`src/rtl/lc_dco_cap_bank_ctrl_if.sv`:
```
// Request channel into the LC-DCO cap-bank controller: a binary target code
// on a valid/ready handshake.
interface lc_dco_cap_bank_ctrl_if #(
   parameter int CODE_W = 5
) ();
   logic              req_valid;
   logic [CODE_W-1:0] req_code;
   logic              req_ready;

   modport master (output req_valid, output req_code, input req_ready);
   modport slave  (input req_valid, input req_code, output req_ready);
endinterface

```
`src/rtl/lc_dco_cap_bank_ctrl.sv`:
```
// Walks the thermometer-coded swcap drive one cell at a time toward a requested
// code, dwelling between steps. Optional step counter: define LCDCO_STEP_CNT_EN.
module lc_dco_cap_bank_ctrl #(
   parameter int N_CELLS     = 16,
   parameter int CODE_W      = 5,
   parameter int STEP_CYCLES = 4,
   parameter int RESET_CODE  = 0
) (
   input  logic                 clk,
   input  logic                 reset,
   lc_dco_cap_bank_ctrl_if.slave req,
   output logic [N_CELLS-1:0]   sw,
   output logic [CODE_W-1:0]    cur_code,
   output logic                 busy,
   output logic                 done
`ifdef LCDCO_STEP_CNT_EN
   ,
   output logic [15:0]          step_cnt
`endif
);

   localparam int TMR_W = (STEP_CYCLES > 1) ? $clog2(STEP_CYCLES) : 1;

   typedef enum logic [1:0] {IDLE, STEP, DWELL} state_t;

   state_t            state_q, state_d;
   logic [CODE_W-1:0] target_q, target_d;
   logic [CODE_W-1:0] cur_d;
   logic [TMR_W-1:0]  timer_q, timer_d;
   logic              done_d;
   logic [CODE_W-1:0] req_clamped;

   function automatic logic [CODE_W-1:0] clamp_code(input logic [CODE_W-1:0] c);
      if (32'(c) > 32'(N_CELLS)) return CODE_W'(N_CELLS);
      return c;
   endfunction

   function automatic logic [N_CELLS-1:0] thermo(input logic [CODE_W-1:0] c);
      logic [N_CELLS-1:0] t;
      for (int i = 0; i < N_CELLS; i++) t[i] = (32'(c) > 32'(i));
      return t;
   endfunction

   assign req_clamped = clamp_code(req.req_code);

   always_comb begin
      state_d  = state_q;
      target_d = target_q;
      cur_d    = cur_code;
      timer_d  = timer_q;
      done_d   = 1'b0;
      case (state_q)
         IDLE: begin
            if (req.req_valid) begin
               target_d = req_clamped;
               if (req_clamped == cur_code) done_d  = 1'b1;
               else                         state_d = STEP;
            end
         end
         STEP: begin
            cur_d = (target_q > cur_code) ? cur_code + CODE_W'(1) : cur_code - CODE_W'(1);
            if (cur_d == target_q) begin
               state_d = IDLE;
               done_d  = 1'b1;
            end else if (STEP_CYCLES == 1) begin
               state_d = STEP;
            end else begin
               timer_d = TMR_W'(STEP_CYCLES - 1);
               state_d = DWELL;
            end
         end
         DWELL: begin
            // The timer holds the remaining dwell cycles including this one.
            timer_d = timer_q - TMR_W'(1);
            if (timer_d == '0) state_d = STEP;
         end
         default: state_d = IDLE;
      endcase
   end

   always_ff @(posedge clk) begin
      if (reset) begin
         state_q       <= IDLE;
         target_q      <= CODE_W'(RESET_CODE);
         timer_q       <= '0;
         cur_code      <= CODE_W'(RESET_CODE);
         sw            <= thermo(CODE_W'(RESET_CODE));
         busy          <= 1'b0;
         done          <= 1'b0;
         req.req_ready <= 1'b1;
      end else begin
         state_q       <= state_d;
         target_q      <= target_d;
         timer_q       <= timer_d;
         cur_code      <= cur_d;
         sw            <= thermo(cur_d);
         busy          <= (state_d != IDLE);
         done          <= done_d;
         req.req_ready <= (state_d == IDLE);
      end
   end

`ifdef LCDCO_STEP_CNT_EN
   always_ff @(posedge clk) begin
      if (reset)                                         step_cnt <= '0;
      else if (state_q == STEP && step_cnt != 16'hFFFF)  step_cnt <= step_cnt + 16'd1;
   end
`endif

endmodule

```
`src/flat_wrapper.sv`:
```
// flat-port wrapper written by rule: the top's interface ports become plain ports
module lc_dco_cap_bank_ctrl_flat 
#(
   parameter int N_CELLS     = 16,
   parameter int CODE_W      = 5,
   parameter int STEP_CYCLES = 4,
   parameter int RESET_CODE  = 0
)
  (clk, reset, sw, cur_code, busy, done, req_req_valid, req_req_code, req_req_ready);
  lc_dco_cap_bank_ctrl_if #(.CODE_W(CODE_W)) req_i ();
  input  logic clk;
  input  logic reset;
  output logic [N_CELLS-1:0] sw;
  output logic [CODE_W-1:0] cur_code;
  output logic busy;
  output logic done;
  input wire logic [$bits(req_i.req_valid)-1:0] req_req_valid;
  input wire logic [$bits(req_i.req_code)-1:0] req_req_code;
  output wire logic [$bits(req_i.req_ready)-1:0] req_req_ready;
  assign req_i.req_valid = req_req_valid;
  assign req_i.req_code = req_req_code;
  assign req_req_ready = req_i.req_ready;
  lc_dco_cap_bank_ctrl #(.N_CELLS(N_CELLS), .CODE_W(CODE_W), .STEP_CYCLES(STEP_CYCLES), .RESET_CODE(RESET_CODE)) u_core (.clk(clk), .reset(reset), .req(req_i), .sw(sw), .cur_code(cur_code), .busy(busy), .done(done));
endmodule
```
`config.mk`:
```
export PLATFORM = sky130hd
export DESIGN_NAME = lc_dco_cap_bank_ctrl_flat
export DESIGN_NICKNAME = d
export VERILOG_FILES = /design/src/rtl/lc_dco_cap_bank_ctrl_if.sv /design/src/rtl/lc_dco_cap_bank_ctrl.sv /design/src/flat_wrapper.sv
export SDC_FILE = /design/constraint.sdc
export NUM_CORES = 1
export LEC_CHECK = 0
export CAP_MARGIN = 10
export CORE_ASPECT_RATIO = 0.7
export CORE_MARGIN = 3
export CORE_UTILIZATION = 55
export CTS_BUF_LIST = sky130_fd_sc_hd__clkbuf_16
export DETAILED_ROUTE_END_ITERATION = 10
export GPL_ROUTABILITY_DRIVEN = 0
export HOLD_SLACK_MARGIN = 0.15
export PLACE_DENSITY = 0.85
export SLEW_MARGIN = 30
export SYNTH_ARGS = -nofsm -noshare
export SYNTH_HDL_FRONTEND = slang
export SYNTH_SLANG_ARGS = --single-unit
```
`constraint.sdc`:
```
create_clock -name clk -period 11.6 [get_ports clk]
set_clock_uncertainty 0.2 [all_clocks]
set_input_delay 2.32 -clock clk [delete_from_list [all_inputs] [get_ports clk]]
set_output_delay 2.32 -clock clk [all_outputs]
set_load 0.1 [all_outputs]
```
==> flow_summary.yaml, run 1 <==
critical_path:
  crit_slowest_cell: "clkdlybuf4s50_1"
  reg2regPathDepth: 12
  max_stage_delay_ns: 1.21
  r2r_end: "u_core.state_q[1]$_SDFF_PP0_"
  arrival_ns: 2.03
  startpoint_type: "register"
  end_kind: "output pin"
  crit_required_ns: 9.08
  crit_fanout: 8
  path_cells: "clkdlybuf4s50_1"
  critical_path.top_delay_family: "buffers and inverters"
  crit_type: "register to output pin"
  cp_num_buf_inv: 1
  reg2reg_setup_slack_ns: 7.14
  rr_startpoint: "u_core.cur_code[2]$_SDFF_PP0_"
die:
  core_area_sq_mm: 0.00265
  die_area_sq_mm: 0.00369
  io_pins: 32
  die-width_um: 71.3
  initial_core_util_pct: 62.1
  std_cell_rows: 15
  chipHeight_um: 51.7
timing:
  period_needed_ns: 4.55
  tns_ns: 0
  timing.slew.headroom_pct: 33.5
  min_period_over_period_pct: 39.2
  slew_violations: 0
  rsz0062_at_grt: "false"
  hold_viol_final: 0
  timing.fmax_ghz: 0.220
  layout_setup_ws_ns: 7.05
  setup_violations: 0
  tightestPinTransition_ns: 0.995
status:
  status: "finished, final reports clean"
logic_synthesis:
  ys_ff_latch: 33
  syn_area_sq_mm: 0.00164
  synth.largest_area_cell: "dfxtp_1"
  synth_ff_type: "dfxtp_1"
  ys_types: 45
  synth.area.top_cells: "dfxtp_1, a21oi_1, ha_1, nand2_1, nor2_1"
  async_flop_share_pct: 0
  yosysMostFrequentCell: "dfxtp_1"
  synth_edf_count: 0
  synthesis.area_per_instance_sq_um: 8.89
  syn_inst: 185
  yosys-top-cells-count: "dfxtp_1, a21oi_1, nand2_1"
  synth.top_cell.area_share_pct: 40.2
  ys_seq_area_share_pct: 40.2
  synth_warnings: 0
  syn_nets: 204
clock_tree:
  cts_sinks: 33
  cts_buffers: 5
  hold_buffers: 0
  clk-insertion-delay-late_ns: 0.28
  cts-root-buf: "clkbuf_16"
  cts_resized: 0
  cts_buffer_depth: 2
  path_clk_slew_ns: 0.05
  cts_setup_buffers: 0
  htreeDepth: 2
  cts_tree: "built"
worst_hold_path:
  hold_start: "u_core.target_q[0]$_SDFFE_PP0P_"
  worstHoldPathCells: 2
  min_to: "u_core.target_q[0]$_SDFFE_PP0P_"
  hold_class: "register to register"
placement:
  pre_cts_slack_ns: 7.20
  place_hpwl_mm: 2.76
  io_buffer_count: 31
detailed_routing:
  vias: 1443
  wl_per_cell_um: 15.0
  antenna_left: 0
  routed_via_density: 5.77
  first_iter_violations: 131
  firstDrtPassIters: 4
  finalWirelength_mm: 3.75
  drc_errors: 0
grt:
  grt_usage_pct: 23.3
  first_global_vias: 1345
  overflow: 0
  grt_pass1_wl_mm: 6.46
  grt_max_degree: 33
  antenna_found_initial: 0
finish:
  num-fill-cells: 173
  final_util_pct: 79.5
  drive_above_1_share_pct: 9.72
  final_net_count: 234
  areaGrowthSynthToFinish_pct: 27.9
  diodes: 0
job:
  maxCapViolCount: 0
[layer usage]
layer | global-route usage [%] | part of all wire (%) | up-vias
li1 | - | - | 704
met4 | 12.2 | 2.3 | 0
met5 | 0 | 0 | -
met1 | 30.1 | 45 | 672
met2 | 35.5 | 45 | 57
met3 | 6.56 | 7.8 | 10
[flip-flops by register name, indices dropped and copies added (netlist names)]
signal                count
u_core.sw                16
u_core.cur_code           5
u_core.target_q           5
u_core.state_q            2
u_core.timer_q            2
u_core.busy               1
u_core.done               1
u_core.req.req_ready      1
[placed cells by master (no fill, tap or decap), types with 2 or more instances in the layout]
master and instances:
a21o_1 4, a21oi_1 26, a31oi_1 3, and2_1 5, clkbuf_16 5, clkdlybuf4s50_1 30, clkinv_2 2, dfxtp_1 33
ha_1 10, inv_1 8, nand2_1 18, nand2b_1 2, nand3b_1 4, nor2_1 17, o21ai_0 4, or2_2 3
xnor2_1 6, xor2_1 5
[worst max path at each step]
stage / startpoint / to / slack [ns] / depth (start not counted)
after floorplan: u_core.cur_code[1]$_SDFF_PP0_ / u_core.done$_SDFF_PP0_ / 7.06 / 12
after global placement: u_core.cur_code[2]$_SDFF_PP0_ / u_core.busy$_SDFF_PP0_ / 7.35 / 12
after detailed placement: u_core.cur_code[2]$_SDFF_PP0_ / u_core.state_q[1]$_SDFF_PP0_ / 7.20 / 12
after CTS: u_core.cur_code[0]$_SDFF_PP0_ / cur_code[0] / 7.06 / 1
after global routing: u_core.cur_code[2]$_SDFF_PP0_ / u_core.state_q[1]$_SDFF_PP0_ / 6.93 / 12
final: u_core.cur_code[0]$_SDFF_PP0_ / cur_code[0] / 7.05 / 1
[layout make-up]
| type | count | area [sq um] | share of cell area [%] |
|---|---|---|---|
| clock buffers | 5 | 125 | 5.95 |
| clock inverters | 3 | 17.5 | 0.833 |
| flip-flops and latches | 33 | 661 | 31.4 |
| inverters | 9 | 38.8 | 1.84 |
| multi-input cells | 135 | 913 | 43.4 |
| well taps | 34 | 42.5 | 2.02 |
| repair buffers | 31 | 305 | 14.5 |
[metrics by stage]
stage | area (sq um) | hold slack (ns) | instances
after floorplan | 1640 | 0.232 | 185
after global placement | 1960 | 0.243 | 242
after detailed placement | 1960 | 0.253 | 242
after CTS | 2110 | 0.259 | 250
after global routing | 2100 | 0.273 | 250
final | 2100 | 0.262 | 250
[logic make-up (layout without fill, tap and decap cells)]
logic type | count (synthesis) | after routing | synth area share, %
adders and majority gates | 11 | 11 | 8.83
buffers and inverters | 17 | 48 | 4.41
and+or+nand+nor | 62 | 62 | 19.3
AOI/OAI and AO/OA | 48 | 48 | 18.7
DFF | 33 | 33 | 40.2
muxes | 2 | 2 | 1.29
xor gates and xnor gates | 12 | 12 | 7.23
Power of run 1 is left out: the tool's default activity adds up to more than one toggle a clock period on the data nets, which glitch-free logic cannot reach.
==> inputs of run 2 (changes only) <==
- CORE_UTILIZATION: 55 -> 51
- PLACE_DENSITY: 0.85 -> 0.8
- clock period: 11.6 -> 4.5 ns (I/O delays scaled with it)
==> run 2 against run 1 <==
- register-to-register slack worse by 6.7 ns
- critical endpoint is now u_core.timer_q[0]$_SDFFE_PP0P_
- die area is 7.0% higher
- worst setup slack lost 6.6 ns
- first-iteration DRC count shrank 7.6%
- routed wire length rose by 7.2%
==> flow_summary.yaml, run 2 (same netlist as run 1, synthesis figures left out) <==
grt:
  antenna_found_initial: 0
  grt_max_degree: 22
  grt_pass1_wl_mm: 6.56
  first_global_vias: 1330
  overflow: 0
  grt_usage_pct: 23.1
placement:
  place_hpwl_mm: 2.89
  io_buffer_count: 31
clock_tree:
  cts_setup_buffers: 0
  cts-root-buf: "clkbuf_16"
  cts_buffers: 5
  clk-insertion-delay-late_ns: 0.28
  cts_resized: 0
  cts_sinks: 33
  cts_buffer_depth: 2
  path_clk_slew_ns: 0.05
  cts_tree: "built"
  hold_buffers: 0
  htreeDepth: 2
finish:
  num-fill-cells: 205
  largest_register_ffs: 16
  regMostFlops: "u_core.sw"
  final_net_count: 237
  areaGrowthSynthToFinish_pct: 29.8
  drive_above_1_share_pct: 11.0
  layout_commonest_cell: "dfxtp_1"
  final_cell_mix: "dfxtp_1, clkdlybuf4s50_1, a21oi_1"
  reg.largest.list: "u_core.sw x16, u_core.cur_code x5, u_core.target_q x5"
  diodes: 0
detailed_routing:
  dr_wl_met2_mm: 1.87
  finalWirelength_mm: 4.01
  drc_errors: 0
  first_iter_violations: 121
  antenna_left: 0
  routed_via_density: 5.76
  wl_met1_mm: 1.78
  vias: 1470
  wl_per_cell_um: 15.7
  wl_met3_um: 317
  firstDrtPassIters: 4
  dr.max_layer_used: "met4"
timing:
  min_period_over_period_pct: 90.9
  timing.fmax_ghz: 0.244
  tns_ns: 0
  setup_violations: 0
  period_needed_ns: 4.09
  hold_viol_final: 0
  rsz0062_at_grt: "false"
  tightestPinTransition_ns: 0.973
  slew_violations: 0
  timing.slew.headroom_pct: 34.9
critical_path:
  crit_required_ns: 4.43
  max_stage_delay_ns: 0.56
  crit_fanout: 7
  crit_type: "register to register"
  cp_num_buf_inv: 3
  arrival_ns: 4.02
  path_cells: "inv_1 > ha_1 > nand4_1 > or2_2 > nand2_2 > clkinv_4 > fa_1 > xnor2_1 > buf_4 > xor2_1 > or3_2 > o31ai_1 > a21oi_1"
  critical_path.top_delay_family: "simple AND/OR/NAND/NOR gates"
  crit_slowest_cell: "o31ai_1"
  startpoint_type: "register"
  end_kind: "register"
die:
  die-width_um: 73.9
  chipHeight_um: 53.5
  io_pins: 32
  initial_core_util_pct: 55.9
  die_area_sq_mm: 0.00395
  core_area_sq_mm: 0.00294
  std_cell_rows: 16
status:
  status: "finished, final reports clean"
job:
  maxCapViolCount: 0
worst_hold_path:
  hold_class: "register to register"
## run 2: changes by cell type in the layout (fill, tap and decap cells not counted)
| cell | delta |
|---|---|
| buf_4 | +3 |
| clkdlybuf4s50_1 | +1 |
| buf_2 | -1 |
| dfxtp_1 | -1 |
| dfxtp_2 | +1 |
## run 2: final timing paths
kind | from | end | slack (ns) | depth (start not counted)
worst max-delay path | u_core.cur_code[2]$_SDFF_PP0_ | u_core.timer_q[0]$_SDFFE_PP0P_ | 0.41 | 13
worst min-delay path | u_core.target_q[0]$_SDFFE_PP0P_ | u_core.target_q[0]$_SDFFE_PP0P_ | 0.25 | 2
worst min register to register | u_core.target_q[0]$_SDFFE_PP0P_ | u_core.target_q[0]$_SDFFE_PP0P_ | 0.25 | 2
worst max register to register | u_core.cur_code[2]$_SDFF_PP0_ | u_core.timer_q[0]$_SDFFE_PP0P_ | 0.41 | 13
## run 2: per-layer routing
layer	vias up	track usage (%)
li1	712	-
met1	698	29.6
met2	55	35.4
met3	5	8.54
met4	0	9.04
met5	-	0
## run 2: stage by stage
step	worst slack (ns)	hold WS (ns)	util, %	instances	cell area (sq um)
after global placement	0.685	0.243	67.6	247	1990
final	0.407	0.255	72.5	255	2130
after CTS	0.447	0.259	72.4	255	2130
after detailed placement	0.500	0.252	67.6	247	1990
after global routing	0.171	0.287	72.5	255	2130
after floorplan	0.00578	0.232	-	185	1650
## run 2: tightest hold or removal path, stage by stage, from the launching register on
cell and delay [ns]:
dfxtp_1 0.31, nand2_1 0.05, a21oi_1 0.05
## run 2: cell type report
class | instances | area, sq um | share of cell area, %
multi-input combinational | 135 | 913 | 42.8
sequential | 33 | 662 | 31.0
timing repair buffer | 34 | 333 | 15.6
clock buffer | 5 | 125 | 5.86
tap | 36 | 45.0 | 2.11
inverter | 9 | 38.8 | 1.82
clock inverter | 3 | 17.5 | 0.821
Power of run 2 is left out for the same reason.
==> inputs of run 3 (changes only) <==
- CAP_MARGIN: 10 -> 20
==> results of run 3 <==
No change in the layout: final DEF, timing and power equal those of run 2.
Power of run 3 is left out for the same reason.
